**src/rtl/muldiv_seq.sv**
```systemverilog
// rtl/muldiv_seq.sv - iterative MIPS multiply/divide sequencer owning HI/LO (optional MULDIV_EARLY_EXIT_EN)
module muldiv_seq #(
  parameter int WIDTH = 32
) (
  input  logic             clk,
  input  logic             rst_n,
  input  logic             start_i,
  input  logic [2:0]       op_i,
  input  logic             flush_i,
  input  logic [WIDTH-1:0] src_a_i,
  input  logic [WIDTH-1:0] src_b_i,
  output logic             stall_o,
  output logic             done_o,
  output logic [WIDTH-1:0] hi_o,
  output logic [WIDTH-1:0] lo_o
);

  localparam int CW = $clog2(WIDTH) + 1;

  typedef enum logic [1:0] {IDLE, CALC, FIXUP, DONE} state_t;

  state_t             state_q, state_d;
  logic [CW-1:0]      cnt_q;
  // mul: {partial product, multiplier}; div: {remainder, dividend/quotient}
  logic [2*WIDTH-1:0] acc_q;
  // mul: |multiplicand|; div: |divisor|
  logic [WIDTH-1:0]   opd_q;
  logic               is_div_q;
  logic               neg_res_q;
  logic               neg_rem_q;
  logic [WIDTH-1:0]   hi_q, lo_q;

  logic               accept, mt_write, early_exit;
  logic               is_signed, a_neg, b_neg;
  logic [WIDTH-1:0]   a_abs, b_abs;
  logic [2*WIDTH-1:0] load_acc, early_acc, step_acc;
  logic [WIDTH:0]     mul_sum;
  logic [WIDTH:0]     div_shift;
  logic [WIDTH+1:0]   div_diff;
  logic [2*WIDTH-1:0] prod_fix;
  logic [WIDTH-1:0]   quo_fix, rem_fix, fix_hi, fix_lo;

  assign accept    = (state_q == IDLE) && start_i && !flush_i && !op_i[2];
  assign mt_write  = (state_q == IDLE) && start_i && !flush_i && (op_i[2:1] == 2'b10);

  assign is_signed = !op_i[0];
  assign a_neg     = is_signed && src_a_i[WIDTH-1];
  assign b_neg     = is_signed && src_b_i[WIDTH-1];
  assign a_abs     = a_neg ? -src_a_i : src_a_i;
  assign b_abs     = b_neg ? -src_b_i : src_b_i;

  assign load_acc  = op_i[1] ? {{WIDTH{1'b0}}, a_abs} : {{WIDTH{1'b0}}, b_abs};
  // Final unsigned result for the trivially-known cases: zero product, or divide-by-zero
  assign early_acc = op_i[1] ? {a_abs, {WIDTH{1'b1}}} : {2*WIDTH{1'b0}};

`ifdef MULDIV_EARLY_EXIT_EN
  assign early_exit = op_i[1] ? (src_b_i == '0) : ((src_a_i == '0) || (src_b_i == '0));
`else
  assign early_exit = 1'b0;
`endif

  // One iteration of shift-add multiply or restoring divide
  always_comb begin
    mul_sum   = {1'b0, acc_q[2*WIDTH-1:WIDTH]} + {1'b0, opd_q};
    div_shift = {acc_q[2*WIDTH-1:WIDTH], acc_q[WIDTH-1]};
    div_diff  = {1'b0, div_shift} - {2'b00, opd_q};
    step_acc  = acc_q;
    if (is_div_q) begin
      if (!div_diff[WIDTH+1])
        step_acc = {div_diff[WIDTH-1:0], acc_q[WIDTH-2:0], 1'b1};
      else
        step_acc = {div_shift[WIDTH-1:0], acc_q[WIDTH-2:0], 1'b0};
    end else begin
      if (acc_q[0])
        step_acc = {mul_sum, acc_q[WIDTH-1:1]};
      else
        step_acc = {1'b0, acc_q[2*WIDTH-1:WIDTH], acc_q[WIDTH-1:1]};
    end
  end

  // Sign correction of the magnitude result and mapping onto HI/LO
  always_comb begin
    prod_fix = neg_res_q ? -acc_q : acc_q;
    quo_fix  = neg_res_q ? -acc_q[WIDTH-1:0] : acc_q[WIDTH-1:0];
    rem_fix  = neg_rem_q ? -acc_q[2*WIDTH-1:WIDTH] : acc_q[2*WIDTH-1:WIDTH];
    if (is_div_q) begin
      fix_hi = rem_fix;
      fix_lo = quo_fix;
    end else begin
      fix_hi = prod_fix[2*WIDTH-1:WIDTH];
      fix_lo = prod_fix[WIDTH-1:0];
    end
  end

  // State register
  always_ff @(posedge clk or negedge rst_n) begin
    if (!rst_n) state_q <= IDLE;
    else        state_q <= state_d;
  end

  // Next state and pipeline handshake; a flush kills stall and done in the same cycle
  always_comb begin
    state_d = state_q;
    stall_o = 1'b0;
    done_o  = 1'b0;
    case (state_q)
      IDLE: begin
        if (accept) begin
          stall_o = 1'b1;
          state_d = early_exit ? FIXUP : CALC;
        end
      end
      CALC: begin
        stall_o = 1'b1;
        if (cnt_q == CW'(1)) state_d = FIXUP;
      end
      FIXUP: begin
        stall_o = 1'b1;
        state_d = DONE;
      end
      DONE: begin
        done_o  = 1'b1;
        state_d = IDLE;
      end
      default: state_d = IDLE;
    endcase
    if (flush_i && (state_q != IDLE)) begin
      state_d = IDLE;
      stall_o = 1'b0;
      done_o  = 1'b0;
    end
  end

  // Operand capture, iteration datapath and HI/LO updates
  always_ff @(posedge clk or negedge rst_n) begin
    if (!rst_n) begin
      cnt_q     <= '0;
      acc_q     <= '0;
      opd_q     <= '0;
      is_div_q  <= 1'b0;
      neg_res_q <= 1'b0;
      neg_rem_q <= 1'b0;
      hi_q      <= '0;
      lo_q      <= '0;
    end else begin
      if (accept) begin
        cnt_q     <= CW'(WIDTH);
        acc_q     <= early_exit ? early_acc : load_acc;
        opd_q     <= op_i[1] ? b_abs : a_abs;
        is_div_q  <= op_i[1];
        neg_res_q <= a_neg ^ b_neg;
        neg_rem_q <= a_neg && op_i[1];
      end else if ((state_q == CALC) && !flush_i) begin
        cnt_q <= cnt_q - CW'(1);
        acc_q <= step_acc;
      end
      if ((state_q == FIXUP) && !flush_i) begin
        hi_q <= fix_hi;
        lo_q <= fix_lo;
      end else if (mt_write) begin
        if (op_i[0]) lo_q <= src_a_i;
        else         hi_q <= src_a_i;
      end
    end
  end

  assign hi_o = hi_q;
  assign lo_o = lo_q;

endmodule

```
**config.mk**
```make
export PLATFORM = sky130hd
export DESIGN_NAME = muldiv_seq
export DESIGN_NICKNAME = d
export VERILOG_FILES = /design/src/rtl/muldiv_seq.sv
export SDC_FILE = /design/constraint.sdc
export NUM_CORES = 1
export LEC_CHECK = 0
export ABC_AREA = 1
export CORE_UTILIZATION = 30
export DETAILED_ROUTE_END_ITERATION = 6
export GPL_TIMING_DRIVEN = 0
export PLACE_DENSITY_LB_ADDON = 0.3
export SLEW_MARGIN = 10
export SYNTH_ARGS = -nofsm -noshare
export SYNTH_HDL_FRONTEND = slang
export SYNTH_SLANG_ARGS = --single-unit
```
**constraint.sdc**
```tcl
create_clock -name clk -period 3 [get_ports clk]
set_input_delay 0.3 -clock clk [delete_from_list [all_inputs] [get_ports clk]]
set_output_delay 0.3 -clock clk [all_outputs]
set_load 0.005 [all_outputs]
```
## Word level (Yosys, flattened, before mapping)

Cells that the tools add are included.

- Bits in registers: 171
- Output and inout bits: 66
- Word-level logic and storage cells: 79

- Add/subtract/negate cells: 8
- Equal/unequal tests: 8
- Muxes and demuxes: 31
- Bitwise logic cells: 1
- Reductions and logical operators: 22

Operators by type and width:

| kind | number |
|---|---|
| two-way mux 32 bit | 14 |
| two-way mux 64 bit | 6 |
| negator 32 bit | 4 |
| negator 64 bit | 1 |
| subtractor 33 x 32 -> 34 bit | 1 |
| adder 32 x 32 -> 33 bit | 1 |
| two-way mux 6 bit | 2 |
| logical AND 1 bit | 10 |
| one-hot mux 2 bit (4 select lines) | 1 |
| nonzero test 2 bit | 4 |
| equality test 2 bit (second input constant) | 3 |
| equality test 6 x 1 -> 1 bit (second input constant) | 1 |
| two-way mux 2 bit | 3 |
| AND reduction 2 bit | 3 |
| subtractor 6 x 1 -> 6 bit (second input constant) | 1 |
| two-way mux 1 bit | 4 |
| zero test 1 bit | 3 |
| != test 3 x 2 -> 1 bit (second input constant) | 1 |
| != test 3 bit (second input constant) | 1 |
| equality test 2 x 1 -> 1 bit (second input constant) | 1 |
| zero test 2 bit | 1 |
| != test 2 x 1 -> 1 bit (second input constant) | 1 |
| one-hot mux 1 bit (2 select lines) | 1 |
| OR reduction 2 bit | 1 |
| bitwise XOR 1 bit | 1 |

## Depth between registers and ports, before layout

- Word-level depth: 7
- Gate-level depth with buffers: 18

## Least setup slack after synthesis

OpenSTA, ideal clock, no wires.

- Path type: register to register
- Start: register acc_q[0]
- End: register hi_q[20] (netlist: hi_o[20])
- Data arrival time: 2.176 ns
- Data required time: 2.882 ns
- Slack: 0.706 ns
- Stages on the path, launching flop included: 18
- Path buffers: 2
- Clock period less this slack: 2.294 ns
- Cell sequence: dfrtp_1 buf_6 inv_4 clkbuf_1 ha_1 nand2_1 nor2_2 nand3_1 nor2_2 nand3_2 nor2_2 nand2_1 nand2_2 nand2_1 nand2_1 nand2_1 nand3_1 nand2_1

- Longest elaborated chain between the ends: 4

Ends and longest elaborated chain:

| what | RTL line | source |
|---|---|---|
| start: declaration | 25 | `logic [2*WIDTH-1:0] acc_q;` |
| start signal: assignment | 148 | `acc_q <= early_exit ? early_acc : load_acc;` |
| start signal: assignment | 155 | `acc_q <= step_acc;` |
| negator 64 bit | 83 | `prod_fix = neg_res_q ? -acc_q : acc_q;` |
| two-way mux 64 bit | 83 |  |
| two-way mux 32 bit | 86 | `if (is_div_q) begin` |
| two-way mux 32 bit | 157 | `if ((state_q == FIXUP) && !flush_i) begin` |
| end signal: assignment | 158 | `hi_q <= fix_hi;` |
| end signal: assignment | 162 | `else hi_q <= src_a_i;` |
| end: declaration | 31 | `logic [WIDTH-1:0] hi_q, lo_q;` |

Every way passes these cells.
A chain may end at the register's enable or synchronous reset.

## Worst setup path in the final report

- Start: register acc_q[32]
- End: register acc_q[63]

- Longest elaborated chain between the ends: 5

Ends and longest elaborated chain:

| what | RTL line | source |
|---|---|---|
| subtractor 33 x 32 -> 34 bit or adder 32 x 32 -> 33 bit (tied branches) | 66, 64 |  |
| two-way mux 64 bit (on tied branches) | 69, 74 |  |
| two-way mux 64 bit * | 68 | `if (is_div_q) begin` |
| two-way mux 64 bit * | 153 | `end else if ((state_q == CALC) && !flush_i) begin` |
| two-way mux 64 bit * | 146 | `if (accept) begin` |

Mark *: on every way between the ends. The rest lies on a longest branch, timed or not. The select of a mux whose other input is x is not followed.

==> out/summary.json <==
{
  "clock_tree": {
    "tritoncts": "built",
    "h_tree_level_count": 4,
    "worst_setup_hold_path_clk_slew_ps": 90,
    "ctsLongestPathBuffers": 2,
    "clkSinkCount": 171,
    "clock_insertion_delay_worst_skew_ps": 510,
    "clock-root-buffer": "sky130_fd_sc_hd__clkbuf_16",
    "cts_inserted_buffers": 17
  },
  "sta": {
    "report.final.setup_viol": 0,
    "postLayoutSetupSlackWorst_ps": 114,
    "worst_pin_slew_ps": 899,
    "finalCriticalPeriod_ps": 2890,
    "maxClockFrequency_ghz": 0.347,
    "drv_slew": 0,
    "timing.max_slew.rel_slack_pct": 40.1,
    "hold_viol": 0,
    "clock-skew-final_ps": 22.4,
    "fin_crit_sh_pct": 96.2,
    "setup_repair_after_global_routing_missed_its_margin": "false"
  },
  "power_and_ir_drop": {
    "p_total_mw": 24.4,
    "power_density_nw_per_um2": 1150,
    "max-vdd-ir-drop_v": 0.000727,
    "static_leakage_nw": 10.5
  },
  "yosys": {
    "netlist-cell-type-count": 56,
    "synth.top_cells.by_count": "sky130_fd_sc_hd__nand2_1 (1035), sky130_fd_sc_hd__inv_1 (464), sky130_fd_sc_hd__nand3_1 (319)",
    "synthDominantCellAreaShare_pct": 23.5,
    "postSynthRegisterBits": 171,
    "async_flop_share_pct": 100,
    "synth_enable_flop_cells": 0,
    "netlist_area_um2": 18200,
    "mappedNetlistNets": 3234,
    "ys_warn_count": 0,
    "synthFlopType": "sky130_fd_sc_hd__dfrtp_1",
    "syn-instance-count": 3087,
    "synth_sequential_area_ratio_pct": 23.5,
    "netlist.top_cell.by_area": "sky130_fd_sc_hd__dfrtp_1",
    "post_synth.cell_area_avg_um2": 5.90,
    "post-synth-top-count-cell": "sky130_fd_sc_hd__nand2_1",
    "synth.area.top_cells": "sky130_fd_sc_hd__dfrtp_1 (24%), sky130_fd_sc_hd__nand2_1 (21%), sky130_fd_sc_hd__inv_1 (9.6%)"
  },
  "routing": {
    "routed-wl-met2_um": 36900,
    "drc": 0,
    "vias": 21668,
    "drt-vias-per-instance": 5.38,
    "detailedRoute.firstIterationViolations": 2574,
    "ant_nets": 0,
    "firstDrtPassIters": 6,
    "met1_length_um": 40000,
    "highest-signal-layer": "met4",
    "post_drt_wl_per_cell_um": 22.2,
    "met3_wirelength_um": 8580,
    "routed_wl_um": 89300
  },
  "floorplanning": {
    "die_h_um": 248,
    "floorplan.initialDensity_pct": 30.6,
    "row_count": 89,
    "die_x_um": 248,
    "overall_die_area_um2": 61700,
    "design.core.area_um2": 59500,
    "io_pins": 137
  },
  "final_layout": {
    "syn_to_final_growth_pct": 16.5,
    "final_layout_size_suffix_gt1_share_pct": 4.82,
    "seqCellArea_um2": 4290,
    "fillers": 6718,
    "multi_input_comb_area_um2": 11700,
    "final_nets": 3391,
    "finalCoreUtilization_pct": 35.7
  },
  "outcome": {
    "outcome": "complete, no violations"
  },
  "grt": {
    "grt_max_degree": 100,
    "wire_length_of_the_first_global_routing_pass_um": 129000,
    "grt_use_total_pct": 28.8,
    "antenna_found_initial": 0,
    "grt_pass1_vias": 19480,
    "globalRouteOverflowTotal": 0
  },
  "worst_setup_path": {
    "timing.critical_path.to_type": "flop",
    "worstPathRequired_ps": 3430,
    "critPathArrivalTime_ps": 3320,
    "timing.critical_path.buf_inv": 2,
    "cpMostUsedCell": "sky130_fd_sc_hd__nand2_1",
    "worst_path_largest_cell_delay_ps": 510,
    "cp_cell_sequence": "ha_1, inv_1, fa_1, inv_1, nand3_1, nand3_1, a21oi_1, o21bai_1, nand2_1, nand2_1, nand2_1, a21oi_2, nand2_1, nand2_1",
    "cp_slowest_cell": "sky130_fd_sc_hd__dfrtp_2",
    "critical-path-top-delay-family": "adder cells",
    "worstSetupStartpointType": "flop",
    "critical_path.max_fanout": 9,
    "worst-setup-path-type": "flop to flop"
  },
  "placed_design": {
    "preCtsSetupSlack_ps": -307,
    "post-dp-hpwl_um": 74700,
    "routabilityCongestion": 1.03,
    "count_of_input_and_output_buffers": 136
  },
  "worst_hold_path": {
    "worstHoldPathType": "primary input to asynchronous set/reset pin"
  },
  "flow_run": {
    "max_cap_violations": 0
  }
}
==> timing repair <==
item / CTS / global route
hold buffers: 1 / 0
resized for setup: 8 / 15
pin swaps: 1 / 1
endpoints found under the setup margin: 33 / 28
gates cloned: 0 / 0
hold endpoints to repair: 72 / 0
buffers inserted: 0 / 1
==> path summary, 6_finish.rpt <==
kind / startpoint / to / slack [ps] / cells past startpoint
setup / recovery: acc_q[32] / acc_q[63] / 110 / 14
hold / removal: rst_n / lo_o[21] / 360 / 2
setup reg to reg: acc_q[32] / acc_q[63] / 110 / 14
hold reg to reg: cnt_q[4] / cnt_q[4] / 470 / 1
max in group asynchronous: rst_n / acc_q[54] / 1680 / 3
min in group clk: cnt_q[4] / cnt_q[4] / 470 / 1
==> logic make-up after synthesis <==
family / synth area share, %
xor gates and xnor gates: 3.22
AOI/OAI and AO/OA: 14.9
muxes: 0.0619
buffers and inverters: 12.4
and+or+nand+nor: 40.6
adders and majority gates: 5.31
DFF: 23.5
==> through the flow <==
| stage | cells | hold WS, ps | setup TNS [ps] | area (um^2) |
|---|---|---|---|---|
| 2_1_floorplan | 3087 | 4.41 | 0 | 18200 |
| 3_3_place_gp | 3996 | 461 | -1030850 | 20500 |
| 5_1_grt | 4030 | 424 | 0 | 21200 |
| 3_5_place_dp | 3997 | 318 | -4530 | 20600 |
| 4_1_cts | 4029 | 385 | 0 | 21200 |
| 6_report | 4031 | 355 | 0 | 21200 |
==> report_power, final <==
group	leakage, nW	switching [mW]	internal (mW)
logic	8.13	11.0	5.72
registers	2.07	2.08	3.37
clock network	0.259	1.16	1.08
total	10.5	14.3	10.2
==> routing by layer <==
layer  up-vias  track usage (%)
met1     10140             41.7
met5         -                0
met3       152             4.79
met4         0             11.9
met2      1107             41.8
li1      10269                -
==> area by class of cell <==
type                            count  area share, %
Antenna cell                        1         0.0118
Clock inverter                     15          0.608
Tap cell                          773           4.56
Inverter                          479           8.53
Clock buffer                       17           2.01
Sequential cell                   171           20.2
Multi-Input combinational cell   2338           55.1
Buffer                             98           2.25
Timing Repair Buffer              139           6.66
==> sequential cells by signal (all words and copies together), names as in the netlist, 2 cells and up <==
register,count
cnt_q,6
lo_o,32
hi_o,32
opd_q,32
acc_q,64
state_q,2
==> cell usage in the layout (no fill, tap or decap), drive strengths merged, types with 6 or more instances in the layout <==
| master | instances |
|---|---|
| dfrtp | 171 |
| nand4 | 42 |
| buf | 41 |
| nor2 | 262 |
| a221oi | 15 |
| o22ai | 7 |
| or2 | 9 |
| and2 | 8 |
| ha | 74 |
| xor2 | 61 |
| o21bai | 22 |
| clkbuf | 77 |
| clkdlybuf4s50 | 135 |
| inv | 487 |
| nand3b | 13 |
| a22oi | 11 |
| o221ai | 18 |
| a31oi | 6 |
| a21oi | 147 |
| xnor2 | 6 |
| nand3 | 322 |
| nand2 | 1050 |
| nor3 | 39 |
| o211ai | 60 |
| o21ai | 140 |
Power figures use the tool's default switching activity.
